$ cat src/rtl/lift_pkg.sv
// Shared types and constants for the lift controller family.
package lift_pkg;

  // Controller phase: parked, travelling between floors, or door open.
  typedef enum logic [1:0] {
    IDLE = 2'd0,
    MOVE = 2'd1,
    DOOR = 2'd2
  } state_t;

  // Direction of travel; kept while parked so SCAN keeps its sweep order.
  typedef enum logic {
    DIR_UP   = 1'b0,
    DIR_DOWN = 1'b1
  } dir_t;

  // Home floor the car returns to on reset.
  localparam int RESET_FLOOR = 0;

endpackage

$ cat src/rtl/lift_pending_scan.sv
// Reports whether any outstanding request lies above or below a floor.
// Purely combinational so several cars can share the same helper.
module lift_pending_scan #(
  parameter int FLOORS = 40,
  parameter int FW     = 7
) (
  input  logic [FLOORS-1:0] pending,
  input  logic [FW-1:0]     y,
  output logic              above,
  output logic              below
);

  // Walk the bitmap once and flag requests on either side of the car.
  always_comb begin
    above = 1'b0;
    below = 1'b0;
    for (int i = 0; i < FLOORS; i++) begin
      if (pending[i] && (i > int'(y))) above = 1'b1;
      if (pending[i] && (i < int'(y))) below = 1'b1;
    end
  end

endmodule

$ cat src/rtl/lift_scan_ctrl.sv
// Multi-request SCAN elevator controller.
// Holds a bitmap of floor requests and sweeps in one direction while
// requests remain ahead, then reverses. One shared timer counts either
// per-floor travel or door dwell, since the two never overlap.
//
// Request interface: req_valid is a strobe with no back-pressure; a
// request is taken on every rising edge where req_valid is high, and
// req_floor must be stable alongside it. Out-of-range floors are dropped
// and flagged by a one-cycle req_err pulse on the following cycle.
module lift_scan_ctrl
  import lift_pkg::*;
#(
  parameter int FLOORS     = 40,
  parameter int FW         = 7,
  parameter int TRAVEL_CYC = 4,
  parameter int DOOR_CYC   = 8
) (
  input  logic              clk,
  input  logic              reset,
  input  logic              req_valid,
  input  logic [FW-1:0]     req_floor,
  output logic              req_err,
  output logic [FW-1:0]     y,
  output logic              Up,
  output logic              Down,
  output logic              stop,
  output logic              door,
  output logic [FLOORS-1:0] pending,
  output logic [1:0]        fsm_state
);

  // Timer is sized for the longer of the two intervals it times.
  localparam int MAX_CYC = (TRAVEL_CYC > DOOR_CYC) ? TRAVEL_CYC : DOOR_CYC;
  localparam int TW      = $clog2(MAX_CYC) + 1;

  localparam logic [TW-1:0] TRAVEL_LOAD = TW'(TRAVEL_CYC - 1);
  localparam logic [TW-1:0] DOOR_LOAD   = TW'(DOOR_CYC - 1);
  localparam logic [FW-1:0] TOP_FLOOR   = FW'(FLOORS - 1);
  localparam logic [FW-1:0] HOME_FLOOR  = FW'(RESET_FLOOR);

  state_t            state, state_nx;
  dir_t              dir, dir_nx;
  logic [FW-1:0]     y_nx;
  logic [TW-1:0]     timer, timer_nx;
  logic [FLOORS-1:0] pending_nx;
  logic              req_err_nx;

  logic              above, below;
  logic              ahead, behind;
  logic              in_range;
  logic              door_restart;
  logic              can_step;
  logic [FW-1:0]     step_y;
  logic              arrive_stop;
  logic [FLOORS-1:0] req_mask;
  logic [FLOORS-1:0] clr_mask;
  logic [FLOORS-1:0] set_mask;

  // One-hot mask for a floor index.
  function automatic logic [FLOORS-1:0] floor_bit(input logic [FW-1:0] f);
    return FLOORS'(1) << f;
  endfunction

  lift_pending_scan #(
    .FLOORS (FLOORS),
    .FW     (FW)
  ) u_scan (
    .pending (pending),
    .y       (y),
    .above   (above),
    .below   (below)
  );

  // Request qualification and the candidate floor for the next step.
  always_comb begin
    in_range     = int'(req_floor) < FLOORS;
    req_mask     = (req_valid && in_range) ? floor_bit(req_floor) : '0;
    door_restart = (state == DOOR) && req_valid && in_range && (req_floor == y);
    ahead        = (dir == DIR_UP) ? above : below;
    behind       = (dir == DIR_UP) ? below : above;
    can_step     = (dir == DIR_UP) ? (y != TOP_FLOOR) : (y != HOME_FLOOR);
    step_y       = (dir == DIR_UP) ? (y + 1'b1) : (y - 1'b1);
    // A step lands at a stop if that floor was pending or is being
    // requested on this very edge.
    arrive_stop  = ((pending & floor_bit(step_y)) != '0) ||
                   (req_valid && in_range && (req_floor == step_y));
  end

  // State register plus the datapath registers it steers.
  always_ff @(posedge clk or posedge reset) begin
    if (reset) begin
      state   <= IDLE;
      dir     <= DIR_UP;
      y       <= HOME_FLOOR;
      timer   <= '0;
      pending <= '0;
      req_err <= 1'b0;
    end else begin
      state   <= state_nx;
      dir     <= dir_nx;
      y       <= y_nx;
      timer   <= timer_nx;
      pending <= pending_nx;
      req_err <= req_err_nx;
    end
  end

  // Next-state decision: SCAN scheduling, timer control, bitmap update.
  always_comb begin
    state_nx   = state;
    dir_nx     = dir;
    y_nx       = y;
    timer_nx   = timer;
    clr_mask   = '0;
    req_err_nx = req_valid && !in_range;

    case (state)
      IDLE: begin
        if ((pending & floor_bit(y)) != '0) begin
          state_nx = DOOR;
          timer_nx = DOOR_LOAD;
          clr_mask = floor_bit(y);
        end else if (ahead) begin
          state_nx = MOVE;
          timer_nx = TRAVEL_LOAD;
        end else if (behind) begin
          dir_nx   = (dir == DIR_UP) ? DIR_DOWN : DIR_UP;
          state_nx = MOVE;
          timer_nx = TRAVEL_LOAD;
        end
      end

      MOVE: begin
        if (timer != '0) begin
          timer_nx = timer - 1'b1;
        end else if (can_step) begin
          y_nx = step_y;
          if (arrive_stop) begin
            state_nx = DOOR;
            timer_nx = DOOR_LOAD;
            clr_mask = floor_bit(step_y);
          end else begin
            timer_nx = TRAVEL_LOAD;
          end
        end else begin
          // Defensive: the sweep never targets past the shaft ends, but
          // if it did, park rather than run off the end.
          state_nx = IDLE;
        end
      end

      DOOR: begin
        if (door_restart) begin
          timer_nx = DOOR_LOAD;
        end else if (timer != '0) begin
          timer_nx = timer - 1'b1;
        end else if (ahead) begin
          state_nx = MOVE;
          timer_nx = TRAVEL_LOAD;
        end else if (behind) begin
          dir_nx   = (dir == DIR_UP) ? DIR_DOWN : DIR_UP;
          state_nx = MOVE;
          timer_nx = TRAVEL_LOAD;
        end else begin
          state_nx = IDLE;
        end
      end

      default: begin
        state_nx = IDLE;
      end
    endcase

    // A request for a floor being served on this edge is absorbed; a
    // request for the open-door floor only extends the dwell.
    set_mask   = door_restart ? '0 : (req_mask & ~clr_mask);
    pending_nx = (pending & ~clr_mask) | set_mask;
  end

  // Motor/door outputs decoded from registered state only.
  always_comb begin
    Up        = (state == MOVE) && (dir == DIR_UP);
    Down      = (state == MOVE) && (dir == DIR_DOWN);
    stop      = (state != MOVE);
    door      = (state == DOOR);
    fsm_state = state;
  end

endmodule

$ cat config.mk
export PLATFORM = sky130hd
export DESIGN_NAME = lift_scan_ctrl
export DESIGN_NICKNAME = d
export VERILOG_FILES = /design/src/rtl/lift_pkg.sv /design/src/rtl/lift_pending_scan.sv /design/src/rtl/lift_scan_ctrl.sv
export SDC_FILE = /design/constraint.sdc
export NUM_CORES = 1
export LEC_CHECK = 0
export BUFFER_PORTS_ARGS = -buffer_cell sky130_fd_sc_hd__buf_2
export CAP_MARGIN = 20
export CORE_MARGIN = 2
export CORE_UTILIZATION = 45
export DETAILED_ROUTE_END_ITERATION = 16
export PLACE_DENSITY = 0.66
export SETUP_SLACK_MARGIN = 0.1
export SKIP_CTS_REPAIR_TIMING = 1
export SLEW_MARGIN = 20
export SYNTH_ARGS = -nofsm -noshare
export SYNTH_HDL_FRONTEND = slang
export SYNTH_SLANG_ARGS = --single-unit
$ cat constraint.sdc
create_clock -name clk -period 4.45 [get_ports clk]
set_input_delay 0.2225 -clock clk [delete_from_list [all_inputs] [get_ports clk]]
set_output_delay 0.2225 -clock clk [all_outputs]
set_load 0.01 [all_outputs]
==> run metrics <==
largest family of logic cells by synthesized area compound AO/OA/AOI/OAI gates; vias per cell 7.478; share of layout cells above drive strength 1 0.1837; Mean Syn Cell Area 7.654 um2; period utilization 0.9413; commonest non-fill, non-tap cell in the layout nor2_1; Clock Path Buffers 2; Arr. time, crit path 4.36 ns; Top Ports 64; number of global-route vias before repair 7208; Worst setup EP type register; CP bufs+invs 1; maximum vdd drop 0.2924 mV; worst clock skew 0.003823 ns; vias 7747; kind of critical path reg -> reg; grt total ovfl 0; Post-Synth Simple-Gate Area 0.2808; Netlist cell types 94; num rows 42; Max Slew Vio Count 0; antenna violations before repair 0; Data required, critical path 4.62 ns; Slew HR 0.3515; xor/xnor cell area share of the yosys netlist 0.03224; hold slack 0.1070 ns; Seq cells post-synth 55; die width 120.7 um; # setup viols final 0; highest-count cells in the layout ignoring fill and taps nor2_1 (86), buf_2 (63), nand2_1 (54), dfrtp_1 (54), buf_4 (50); CP max stage cell nor4_1; ys async rst share 1.000; multiplexer share of the synthesized area 0.02571; top cell family by delay on the critical path simple AND/OR/NAND/NOR gates; Clock Sinks 55; Hold Violations, Final 0; fmax 238.7 MHz; pre-CTS setup slack 0.3807 ns; worst setup margin 0.2614 ns; min-delay worst type in -> async; nets 881; Worst Max-Slew Pin Slew 0.9727 ns; Post-Syn Nets 823; CP Cell Sequence ha_1 -> ha_1 -> xnor2_1 -> a2111oi_0 -> o2111ai_1 -> nor4_1 -> a41oi_1 -> o2111ai_1 -> nor3_2 -> nor3_2 -> buf_4 -> a31oi_1; die height 120.7 um; Power Total 3.544 mW; largest net degree at the start of global routing 56; Final GP Congestion 1.133; first-pass GRT wire length 47440 um; CTS tree built; post-route insts no fill 1036; RSZ-0062 raised after global routing true; Synth Instances 801; Initial Util 0.4611; Die Footprint 14570 um2; max_cap viols 0; Layout fillers 1339; PortBufs 63; Post-synth EDFFs 0; max incr delay on CP 0.64 ns; # DRC 0; P_leak 2.698 nW; critical path peak fanout 11; synth warn 0; hpwl dp 23660 um; Core ar. 13300 um2; Clock Pin Slew Worst Setup and Hold Paths 0.08 ns; Synth Area in Adders 0.02449; sequential share of the synthesized area 0.2245; Sum Neg Setup Slack 0 ns; power density over the cells 515.4 nW/um2; placed insts 1028; final WL 32340 um; Num CTS Buffers 5; H-tree depth 2; antenna viol nets, final 0; insertion delay to the later sink of the worst-skew pair 0.30 ns; 1st-iter DRT viols 1521; Area Growth Syn to Fin 12.16%; status complete, no violations; CP Launch Type register; top_reg_cell synth dfrtp_1; Tmin final 4.189 ns; Pre-antenna DRT Iters 6; diode count 0; gr usage total 0.4399; WL per Instance 31.21 um; Root Buffer clkbuf_16; area of the mapped netlist 6131 um2; Synth Area in Compound Gates 0.3418
synth_stat cells (6+ instances only):
cell       number  area share
nor2_1         86       0.053
dfrtp_1        55        0.22
nand2_1        54       0.033
a21oi_1        44       0.036
o21ai_0        40       0.033
nand3_1        36       0.029
a31oi_1        33       0.034
inv_1          30       0.018
o22ai_1        30       0.031
clkbuf_1       27       0.017
buf_2          17       0.014
nor2b_1        17       0.017
nor3_1         15       0.012
nand4_1        14       0.014
o211ai_1       14       0.017
xnor2_1        13       0.019
ha_1           12       0.024
nand2b_1       12       0.012
nand3b_1       10       0.012
o32ai_1        10       0.014
mux2i_1         9       0.015
a211oi_1        8      0.0098
a32oi_1         8       0.011
a41oi_1         8       0.011
and3_1          8      0.0082
o2111ai_1       8       0.011
o2bb2ai_1       8       0.011
or3_1           8      0.0082
and2_1          7      0.0071
o21a_1          7      0.0086
xor2_1          7       0.010
a21boi_0        6      0.0073
a22oi_1         6      0.0073
buf_1           6      0.0037
buf_6           6       0.011
o41ai_1         6      0.0086
worst paths after layout:
kind                            startpoint  slack [ns]  depth (start not counted)           to
worst max register to register        y[1]        0.26                         12  pending[31]
worst max-delay path                  y[1]        0.26                         12  pending[31]
worst min-delay path                 reset        0.11                          3     timer[1]
max in group asynchronous            reset        3.84                          3         y[3]
worst min register to register    timer[0]        0.55                          1     timer[0]
min in group clk                 req_valid        0.19                          2      req_err
metrics by stage:
stage	util	area, um2
after global placement	0.5057	6724
after global routing	0.5172	6877
after CTS	0.5168	6872
final	0.5172	6877
after detailed placement	0.5057	6724
after floorplan	-	6131
worst register-to-register path: cells and delay by family, from the launching register on:
family          cells  cell delay [ns]
simple gates        3             1.25
compound gates      5             1.03
fa+ha+maj           2             0.71
flops               1             0.60
buf+inv             1             0.29
xor+xnor            1             0.17
registers in the layout, summed over array words and instances, names as in the netlist:
register / cells
dir: 1
fsm_state: 2
pending: 40
req_err: 1
timer: 4
y: 7
layer usage:
| layer | share of wire | vias up | track usage |
|---|---|---|---|
| met3 | 0.14 | 187 | 0.1236 |
| li1 | - | 3204 | - |
| met1 | 0.37 | 3659 | 0.5692 |
| met4 | 0.073 | 0 | 0.2558 |
| met5 | 0 | - | 0 |
| met2 | 0.42 | 697 | 0.6532 |
cells by family (layout without fill, tap and decap cells):
logic type                 after synthesis  after routing
and+or+nand+nor                        312            312
AOI/OAI and AO/OA                      294            294
buffers and inverters                   92            151
DFF                                     55             55
xor gates and xnor gates                21             21
muxes                                   15             15
adders and majority gates               12             12
layout make-up:
cell class | instances | area (um2) | share of cell area
clock buffers | 5 | 125.1 | 0.01820
clock inverters | 3 | 22.52 | 0.003275
multi-input cells | 654 | 4328 | 0.6294
well taps | 176 | 220.2 | 0.03202
inverters | 30 | 112.6 | 0.01638
flip-flops and latches | 55 | 1378 | 0.2003
repair buffers | 113 | 690.7 | 0.1004
report_power, final:
group	total [mW]	leakage, nW	internal [mW]	switching [mW]
logic	2.32	1.90	0.748	1.57
clock network	0.415	0.0742	0.212	0.203
registers	0.812	0.725	0.579	0.233
total	3.54	2.70	1.54	2.00
(Power assumes the default switching activity.)
